`config.mk`:
```
export PLATFORM = sky130hd
export DESIGN_NAME = mem_1r1w_banked_flat
export DESIGN_NICKNAME = d
export VERILOG_FILES = /design/src/rtl/mem_1r1w_banked_if.sv /design/src/rtl/mem_1r1w_banked.sv /design/src/flat_wrapper.sv
export SDC_FILE = /design/constraint.sdc
export NUM_CORES = 2
export LEC_CHECK = 0
export CELL_PAD_IN_SITES_DETAIL_PLACEMENT = 0
export CELL_PAD_IN_SITES_GLOBAL_PLACEMENT = 2
export CORE_MARGIN = 2
export CORE_UTILIZATION = 55
export DETAILED_ROUTE_END_ITERATION = 8
export DONT_BUFFER_PORTS = 1
export PLACE_DENSITY = 0.87
export SLEW_MARGIN = 0
export SYNTH_ARGS = -nofsm -noshare
export SYNTH_HDL_FRONTEND = slang
export SYNTH_HIERARCHICAL = 1
export SYNTH_SLANG_ARGS = --single-unit
```
`constraint.sdc`:
```
create_clock -name clk -period 3.2 [get_ports clk]
set_input_delay 0.16 -clock clk [delete_from_list [all_inputs] [get_ports clk]]
set_output_delay 0.16 -clock clk [all_outputs]
set_load 0.005 [all_outputs]
```
`src/rtl/mem_1r1w_banked_if.sv`:
```
// Read/write port bundle for mem_1r1w_banked: one read port (R0), one
// write port (W0) and the sticky out-of-range flag.
interface mem_1r1w_banked_if #(
  parameter int ADDR_W = 6,
  parameter int WIDTH  = 64,
  parameter int NLANES = 4
);
  logic [ADDR_W-1:0] R0_addr;
  logic              R0_en;
  logic [WIDTH-1:0]  R0_data;
  logic              R0_valid;
  logic [ADDR_W-1:0] W0_addr;
  logic              W0_en;
  logic [WIDTH-1:0]  W0_data;
  logic [NLANES-1:0] W0_mask;
  logic              oor_flag;

  modport master (
    output R0_addr, R0_en, W0_addr, W0_en, W0_data, W0_mask,
    input  R0_data, R0_valid, oor_flag
  );

  modport slave (
    input  R0_addr, R0_en, W0_addr, W0_en, W0_data, W0_mask,
    output R0_data, R0_valid, oor_flag
  );
endinterface

```
`src/rtl/mem_1r1w_banked.sv`:
```
// Banked 1r1w memory: tiles two-port register-file macros into banks (depth)
// and slices (width), adding lane write masks, write-first collision
// forwarding, a held read-data output, a read-valid strobe and a sticky
// out-of-range flag.

// Behavioural two-port register-file macro with active-low chip enables,
// per-bit write mask and a registered read port that returns old data on a
// same-address read/write.
module rf_2p_macro #(
  parameter int AW = 5,
  parameter int DW = 16
) (
  input  logic          clk,
  input  logic          rd_ce_n,
  input  logic [AW-1:0] rd_addr,
  output logic [DW-1:0] rd_q,
  input  logic          wr_ce_n,
  input  logic [AW-1:0] wr_addr,
  input  logic [DW-1:0] wr_data,
  input  logic [DW-1:0] wr_bmask
);
  logic [DW-1:0] mem [2**AW];

  // Masked write into the storage array.
  // NOTE: storage arrays carry no reset; clearing them would turn the array
  // into thousands of resettable flops instead of a RAM.
  always_ff @(posedge clk) begin
    if (!wr_ce_n) mem[wr_addr] <= (mem[wr_addr] & ~wr_bmask) | (wr_data & wr_bmask);
  end

  // Registered read; sees the pre-write contents on a same-address collision.
  always_ff @(posedge clk) begin
    if (!rd_ce_n) rd_q <= mem[rd_addr];
  end
endmodule

module mem_1r1w_banked #(
  parameter int DEPTH       = 48,
  parameter int WIDTH       = 64,
  parameter int BANK_DEPTH  = 32,
  parameter int MACRO_WIDTH = 16,
  parameter int MASK_GRAN   = 16,
  parameter int ADDR_W      = $clog2(DEPTH),
  parameter int NLANES      = WIDTH / MASK_GRAN
) (
  input logic              clk,
  input logic              rst_n,
  mem_1r1w_banked_if.slave bus
);
  localparam int BANK_AW = (BANK_DEPTH > 1) ? $clog2(BANK_DEPTH) : 1;
  localparam int NBANKS  = (DEPTH + BANK_DEPTH - 1) / BANK_DEPTH;
  localparam int NSLICES = (WIDTH + MACRO_WIDTH - 1) / MACRO_WIDTH;
  localparam int PADW    = NSLICES * MACRO_WIDTH;
  localparam int BIDX_W  = (NBANKS > 1) ? $clog2(NBANKS) : 1;
  localparam logic [ADDR_W:0] DEPTH_L = (ADDR_W + 1)'(DEPTH);

  logic              r_inr, w_inr, collide;
  logic [ADDR_W-1:0] r_bank_a, w_bank_a;
  logic [BANK_AW-1:0] r_maddr, w_maddr;
  logic [WIDTH-1:0]  w_bmask;
  logic [PADW-1:0]   w_bmask_pad, w_data_pad;
  logic [MACRO_WIDTH-1:0] macro_q [NBANKS][NSLICES];
  logic [PADW-1:0]   rd_sel;
  logic [WIDTH-1:0]  rd_merged;

  logic              rd_pend_q;
  logic [BIDX_W-1:0] r_bank_q;
  logic              r_inr_q;
  logic [WIDTH-1:0]  fwd_data_q, fwd_mask_q, data_hold_q;
  logic              oor_q;

  assign r_inr    = {1'b0, bus.R0_addr} < DEPTH_L;
  assign w_inr    = {1'b0, bus.W0_addr} < DEPTH_L;
  assign r_bank_a = bus.R0_addr >> BANK_AW;
  assign w_bank_a = bus.W0_addr >> BANK_AW;
  assign r_maddr  = BANK_AW'(bus.R0_addr);
  assign w_maddr  = BANK_AW'(bus.W0_addr);
  assign collide  = bus.R0_en && bus.W0_en && r_inr && (bus.R0_addr == bus.W0_addr);

  // Expand lane mask to a per-bit mask.
  // NOTE: every always_comb output gets a default first so no path leaves it
  // unassigned and infers a latch.
  always_comb begin
    w_bmask = '0;
    for (int i = 0; i < NLANES; i++) w_bmask[i*MASK_GRAN +: MASK_GRAN] = {MASK_GRAN{bus.W0_mask[i]}};
  end

  // Unused high bits of the last slice are written as zero.
  assign w_bmask_pad = PADW'(w_bmask);
  assign w_data_pad  = PADW'(bus.W0_data);

  for (genvar b = 0; b < NBANKS; b++) begin : g_bank
    for (genvar s = 0; s < NSLICES; s++) begin : g_slice
      logic rd_ce_n, wr_ce_n;
      assign rd_ce_n = !(bus.R0_en && r_inr && (r_bank_a == ADDR_W'(b)));
      assign wr_ce_n = !(bus.W0_en && w_inr && (w_bank_a == ADDR_W'(b)) &&
                         (|w_bmask_pad[s*MACRO_WIDTH +: MACRO_WIDTH]));
      rf_2p_macro #(.AW(BANK_AW), .DW(MACRO_WIDTH)) u_macro (
        .clk      (clk),
        .rd_ce_n  (rd_ce_n),
        .rd_addr  (r_maddr),
        .rd_q     (macro_q[b][s]),
        .wr_ce_n  (wr_ce_n),
        .wr_addr  (w_maddr),
        .wr_data  (w_data_pad[s*MACRO_WIDTH +: MACRO_WIDTH]),
        .wr_bmask (w_bmask_pad[s*MACRO_WIDTH +: MACRO_WIDTH])
      );
    end
  end

  // Select the bank registered with the read.
  always_comb begin
    rd_sel = '0;
    for (int b = 0; b < NBANKS; b++) begin
      if (r_bank_q == BIDX_W'(b)) begin
        for (int s = 0; s < NSLICES; s++) rd_sel[s*MACRO_WIDTH +: MACRO_WIDTH] = macro_q[b][s];
      end
    end
  end

  // Overlay forwarded write lanes on the old macro data; out-of-range reads return zero.
  always_comb begin
    rd_merged = '0;
    if (r_inr_q) rd_merged = (rd_sel[WIDTH-1:0] & ~fwd_mask_q) | (fwd_data_q & fwd_mask_q);
  end

  // Read pipeline: bank index, range bit and collision forwarding captured per accepted read.
  // NOTE: clocked state uses non-blocking assignments so every flop samples
  // pre-edge values regardless of statement order.
  always_ff @(posedge clk or negedge rst_n) begin
    if (!rst_n) begin
      rd_pend_q  <= 1'b0;
      r_bank_q   <= '0;
      r_inr_q    <= 1'b0;
      fwd_data_q <= '0;
      fwd_mask_q <= '0;
    end else begin
      rd_pend_q <= bus.R0_en;
      if (bus.R0_en) begin
        r_bank_q   <= BIDX_W'(r_bank_a);
        r_inr_q    <= r_inr;
        fwd_data_q <= bus.W0_data;
        fwd_mask_q <= collide ? w_bmask : '0;
      end
    end
  end

  // Hold register keeps the last returned word while no read is returning.
  always_ff @(posedge clk or negedge rst_n) begin
    if (!rst_n)         data_hold_q <= '0;
    else if (rd_pend_q) data_hold_q <= rd_merged;
  end

  // Sticky out-of-range flag for any enabled access beyond DEPTH.
  always_ff @(posedge clk or negedge rst_n) begin
    if (!rst_n) oor_q <= 1'b0;
    else if ((bus.R0_en && !r_inr) || (bus.W0_en && !w_inr)) oor_q <= 1'b1;
  end

  assign bus.R0_data  = rd_pend_q ? rd_merged : data_hold_q;
  assign bus.R0_valid = rd_pend_q;
  assign bus.oor_flag = oor_q;
endmodule

```
`src/flat_wrapper.sv`:
```
// flat-port wrapper written by rule: the top's interface ports become plain ports
module mem_1r1w_banked_flat 
#(
  parameter int DEPTH       = 48,
  parameter int WIDTH       = 64,
  parameter int BANK_DEPTH  = 32,
  parameter int MACRO_WIDTH = 16,
  parameter int MASK_GRAN   = 16,
  parameter int ADDR_W      = $clog2(DEPTH),
  parameter int NLANES      = WIDTH / MASK_GRAN
)
  (clk, rst_n, bus_R0_addr, bus_R0_en, bus_W0_addr, bus_W0_en, bus_W0_data, bus_W0_mask, bus_R0_data, bus_R0_valid, bus_oor_flag);
  mem_1r1w_banked_if #(.ADDR_W(ADDR_W), .WIDTH(WIDTH), .NLANES(NLANES)) bus_i ();
  input logic clk;
  input logic rst_n;
  input wire logic [$bits(bus_i.R0_addr)-1:0] bus_R0_addr;
  input wire logic [$bits(bus_i.R0_en)-1:0] bus_R0_en;
  input wire logic [$bits(bus_i.W0_addr)-1:0] bus_W0_addr;
  input wire logic [$bits(bus_i.W0_en)-1:0] bus_W0_en;
  input wire logic [$bits(bus_i.W0_data)-1:0] bus_W0_data;
  input wire logic [$bits(bus_i.W0_mask)-1:0] bus_W0_mask;
  output wire logic [$bits(bus_i.R0_data)-1:0] bus_R0_data;
  output wire logic [$bits(bus_i.R0_valid)-1:0] bus_R0_valid;
  output wire logic [$bits(bus_i.oor_flag)-1:0] bus_oor_flag;
  assign bus_i.R0_addr = bus_R0_addr;
  assign bus_i.R0_en = bus_R0_en;
  assign bus_i.W0_addr = bus_W0_addr;
  assign bus_i.W0_en = bus_W0_en;
  assign bus_i.W0_data = bus_W0_data;
  assign bus_i.W0_mask = bus_W0_mask;
  assign bus_R0_data = bus_i.R0_data;
  assign bus_R0_valid = bus_i.R0_valid;
  assign bus_oor_flag = bus_i.oor_flag;
  mem_1r1w_banked #(.DEPTH(DEPTH), .WIDTH(WIDTH), .BANK_DEPTH(BANK_DEPTH), .MACRO_WIDTH(MACRO_WIDTH), .MASK_GRAN(MASK_GRAN), .ADDR_W(ADDR_W), .NLANES(NLANES)) u_core (.clk(clk), .rst_n(rst_n), .bus(bus_i));
endmodule
```
==> flow_summary.json <==
{
  "path_clk_slew_ns": 0.06,
  "status": "complete, but fails checks",
  "worst_slack_ns": -0.1140,
  "regArea_um2": 130300,
  "layout.nets": 11257,
  "crit_family": "buffers and inverters",
  "min_to": "u_core/g_bank[0].g_slice[2].u_macro/mem[13][13]",
  "numPortBuffers": 0,
  "arrival_ns": 3.92,
  "synth_compound_area_share_pct": 4.954,
  "crit_fanout": 125,
  "viasPerCell": 7.194,
  "slowest_stage": "nor2_2",
  "place_hpwl_mm": 363.8,
  "cts_sinks": 4360,
  "power.density_nw_per_um2": 546.7,
  "synthMuxAreaShare_pct": 25.56,
  "stdcell_area_um2": 233100,
  "start_util_pct": 55.33,
  "met1_length_mm": 217.4,
  "synthTopCellsByCount": "edfxtp_1 (4,224), mux4_2 (1,792), mux2i_1 (832), buf_2 (365), nor2_1 (354)",
  "synth-xor-area-share_pct": 0.02162,
  "htreeDepth": 5,
  "r2r-end": "u_core/g_bank[1].g_slice[3].u_macro/rd_q[8]",
  "violations": "capacitance limit, slew limit, setup timing",
  "min_period_over_period_pct": 103.6,
  "worstRegToRegCells": 6,
  "r2r_setup_slack_ns": 0.19,
  "drv_slew": 187,
  "core-area_um2": 366100,
  "yosys.area.top_type": "edfxtp_1",
  "synth.avg_cell_area_um2": 19.72,
  "gr-total-overflow": 0,
  "cts_tree": "done",
  "drt-initial-drc-count": 15963,
  "synthSimpleGateAreaFrac_pct": 2.182,
  "met2_length_mm": 290.1,
  "finalCriticalPeriod_ns": 3.314,
  "utilization_pct": 63.67,
  "setup_tns_ns": -3.048,
  "path_common_cell": "buf_16",
  "avgRoutedWirePerCell_um": 36.77,
  "rows": 222,
  "hold_violations": 0,
  "drive_gt1_share_pct": 35.86,
  "root_buffer": "clkbuf_16",
  "grt_max_degree": 326,
  "slowest_delay_ns": 0.85,
  "synth.area.top_cells": "edfxtp_1 (63%), mux4_2 (20%), mux2i_1 (4.1%)",
  "yosys.area.top_type_share_pct": 62.62,
  "syn_inst": 10271,
  "routed.top_layer": "met5",
  "clk-insertion-delay-late_ns": 1.02,
  "synth_edf_count": 4224,
  "die_y_um": 610.9,
  "grt_pass1_wl_mm": 858.5,
  "synth_top_family_by_area": "multiplexers",
  "min-delay-start": "bus_W0_addr[4]",
  "fill_cells": 24456,
  "skew_ns": 0.04184,
  "hp-class": "input port to register",
  "ys_seq_area_share_pct": 64.30,
  "rsz0062_at_grt": "false",
  "multi_input_area_um2": 66910,
  "crit_path_cell_trace": "buf_16, buf_16, clkbuf_16, nor2b_1, nand2b_1, buf_12, nor2_2",
  "antenna_found_initial": 41,
  "yosysWarningCount": 6,
  "p_leak_uw": 0.07625,
  "holdPathStages": 3,
  "ys.flop_type": "edfxtp_1",
  "die_width_um": 610.9,
  "end_kind": "register",
  "vias": 118126,
  "setup_viol": 32,
  "postRouteWirelength_mm": 603.7,
  "synth_cell_types": 50,
  "numCtsBuffers": 444,
  "slew_headroom_pct": -22.94,
  "yosysMostFrequentCell": "edfxtp_1",
  "synth_area_um2": 202500,
  "io-pin-count": 150,
  "required_ns": 3.80,
  "worstMarginPinSlew_ns": 1.844,
  "peakVddDrop_uv": 597.5,
  "dr.pass1.iters": 6,
  "syn_nets": 10355,
  "dieArea_um2": 373100,
  "grt_pass1_vias": 118793,
  "gp_congestion": 0.8746,
  "drc_errors": 0,
  "antenna_left": 0,
  "met3_length_mm": 68.01,
  "crit_buf_inv": 4,
  "fmax_mhz": 301.7,
  "start_kind": "input port",
  "synth-seq-cells": 4360,
  "area_delta_synth_final_pct": 15.08,
  "async_reset_ff_share_pct": 3.119,
  "place_area_um2": 216100,
  "grt.total_usage_pct": 32.03,
  "maxCapViolCount": 1,
  "synth-adder-area-share_pct": 0,
  "whs_ns": 0.03774,
  "worstSetupPathType": "input port to register",
  "clock_path_buffers": 4,
  "rr_startpoint": "u_core/g_bank[1].g_slice[3].u_macro/mem[3][8]"
}
-- through the flow --
stage                     total power (uW)  worst slack (ns)  cells
after floorplan                      72340            0.5774  10271
after global placement               75380            -1.682  15347
after global routing                130600           0.03163  16389
final                               127400           -0.1140  16421
after detailed placement             75650            -1.270  15351
after CTS                           127600           0.02667  16354
-- layer usage --
metal  vias to the layer above  GRT usage [%]
met5                         -              0
met4                        20          13.48
met3                      1399          6.608
met2                      7935          50.78
met1                     62405          43.67
li1                      46367              -
-- power by group --
part / switching (uW) / internal, uW
Sequential: 153 / 64000
Clock: 22000 / 29900
Combinational: 6590 / 4800
-- cell usage in the layout, fill, tap and decap left out, types with 132 or more instances in the layout --
| cell type | instances |
|---|---|
| a22o_1 | 132 |
| edfxtp_1 | 4224 |
| a22oi_1 | 168 |
| clkbuf_16 | 453 |
| nor2_2 | 182 |
| mux2i_1 | 831 |
| inv_1 | 201 |
| mux2_2 | 208 |
| mux4_2 | 1792 |
| buf_12 | 317 |
| buf_4 | 743 |
| dfrtp_1 | 133 |
| dlygate4sd3_1 | 164 |
| o22ai_1 | 191 |
| nor2_1 | 172 |
-- worst max path at each step --
stage	endpoint	startpoint	slack (ns)	cells after the start
after floorplan	u_core/g_bank[0].g_slice[0].u_macro/mem[0][2]	bus_W0_addr[3]	0.58	6
after global placement	u_core/g_bank[1].g_slice[1].u_macro/mem[3][4]	bus_W0_addr[1]	-1.68	8
after detailed placement	u_core/g_bank[1].g_slice[1].u_macro/mem[4][2]	bus_W0_addr[1]	-1.27	8
after CTS	u_core/g_bank[1].g_slice[1].u_macro/rd_q[12]	bus_R0_addr[1]	0.03	9
after global routing	u_core/g_bank[0].g_slice[1].u_macro/mem[9][7]	bus_W0_addr[1]	0.03	7
final	u_core/g_bank[0].g_slice[1].u_macro/mem[9][12]	bus_W0_addr[1]	-0.11	7
-- repair_timing --
action	CTS	global route
gates cloned	2	4
hold buffers	177	6
hold endpoints to repair	6313	26
setup endpoints to repair	682	260
setup buffers	1	0
resized for setup	1	2
-- registers in the layout, indices dropped and copies added (netlist names), 4 cells and up --
register / count
u_core/g_bank.g_slice.u_macro/mem: 4096
u_core/fwd_data_q: 64
u_core/g_bank.g_slice.u_macro/rd_q: 128
u_core/fwd_mask_q: 4
u_core/data_hold_q: 64
-- final cells by class --
class	count	share of cell area (%)
clock inverter	258	1.149
tap	4816	2.585
timing repair buffer	1260	6.245
multi-input combinational	4906	28.71
antenna	55	0.05905
clock buffer	565	5.050
inverter	201	0.3237
sequential	4360	55.88
-- cells by family after synthesis --
group	count (synthesis)
xor+xnor	5
simple gates	813
mux	2881
buf+inv	1005
flops	4360
compound gates	1207
-- worst register-to-register path, stage by stage, from the launching register on --
cell           delay [ns]
edfxtp_1             0.38
mux4_2               0.48
a221o_1              0.35
dlygate4sd3_1        0.55
a21oi_1              0.25
dlygate4sd3_1        0.66
a221oi_2             0.06
Power figures use the tool's default switching activity.
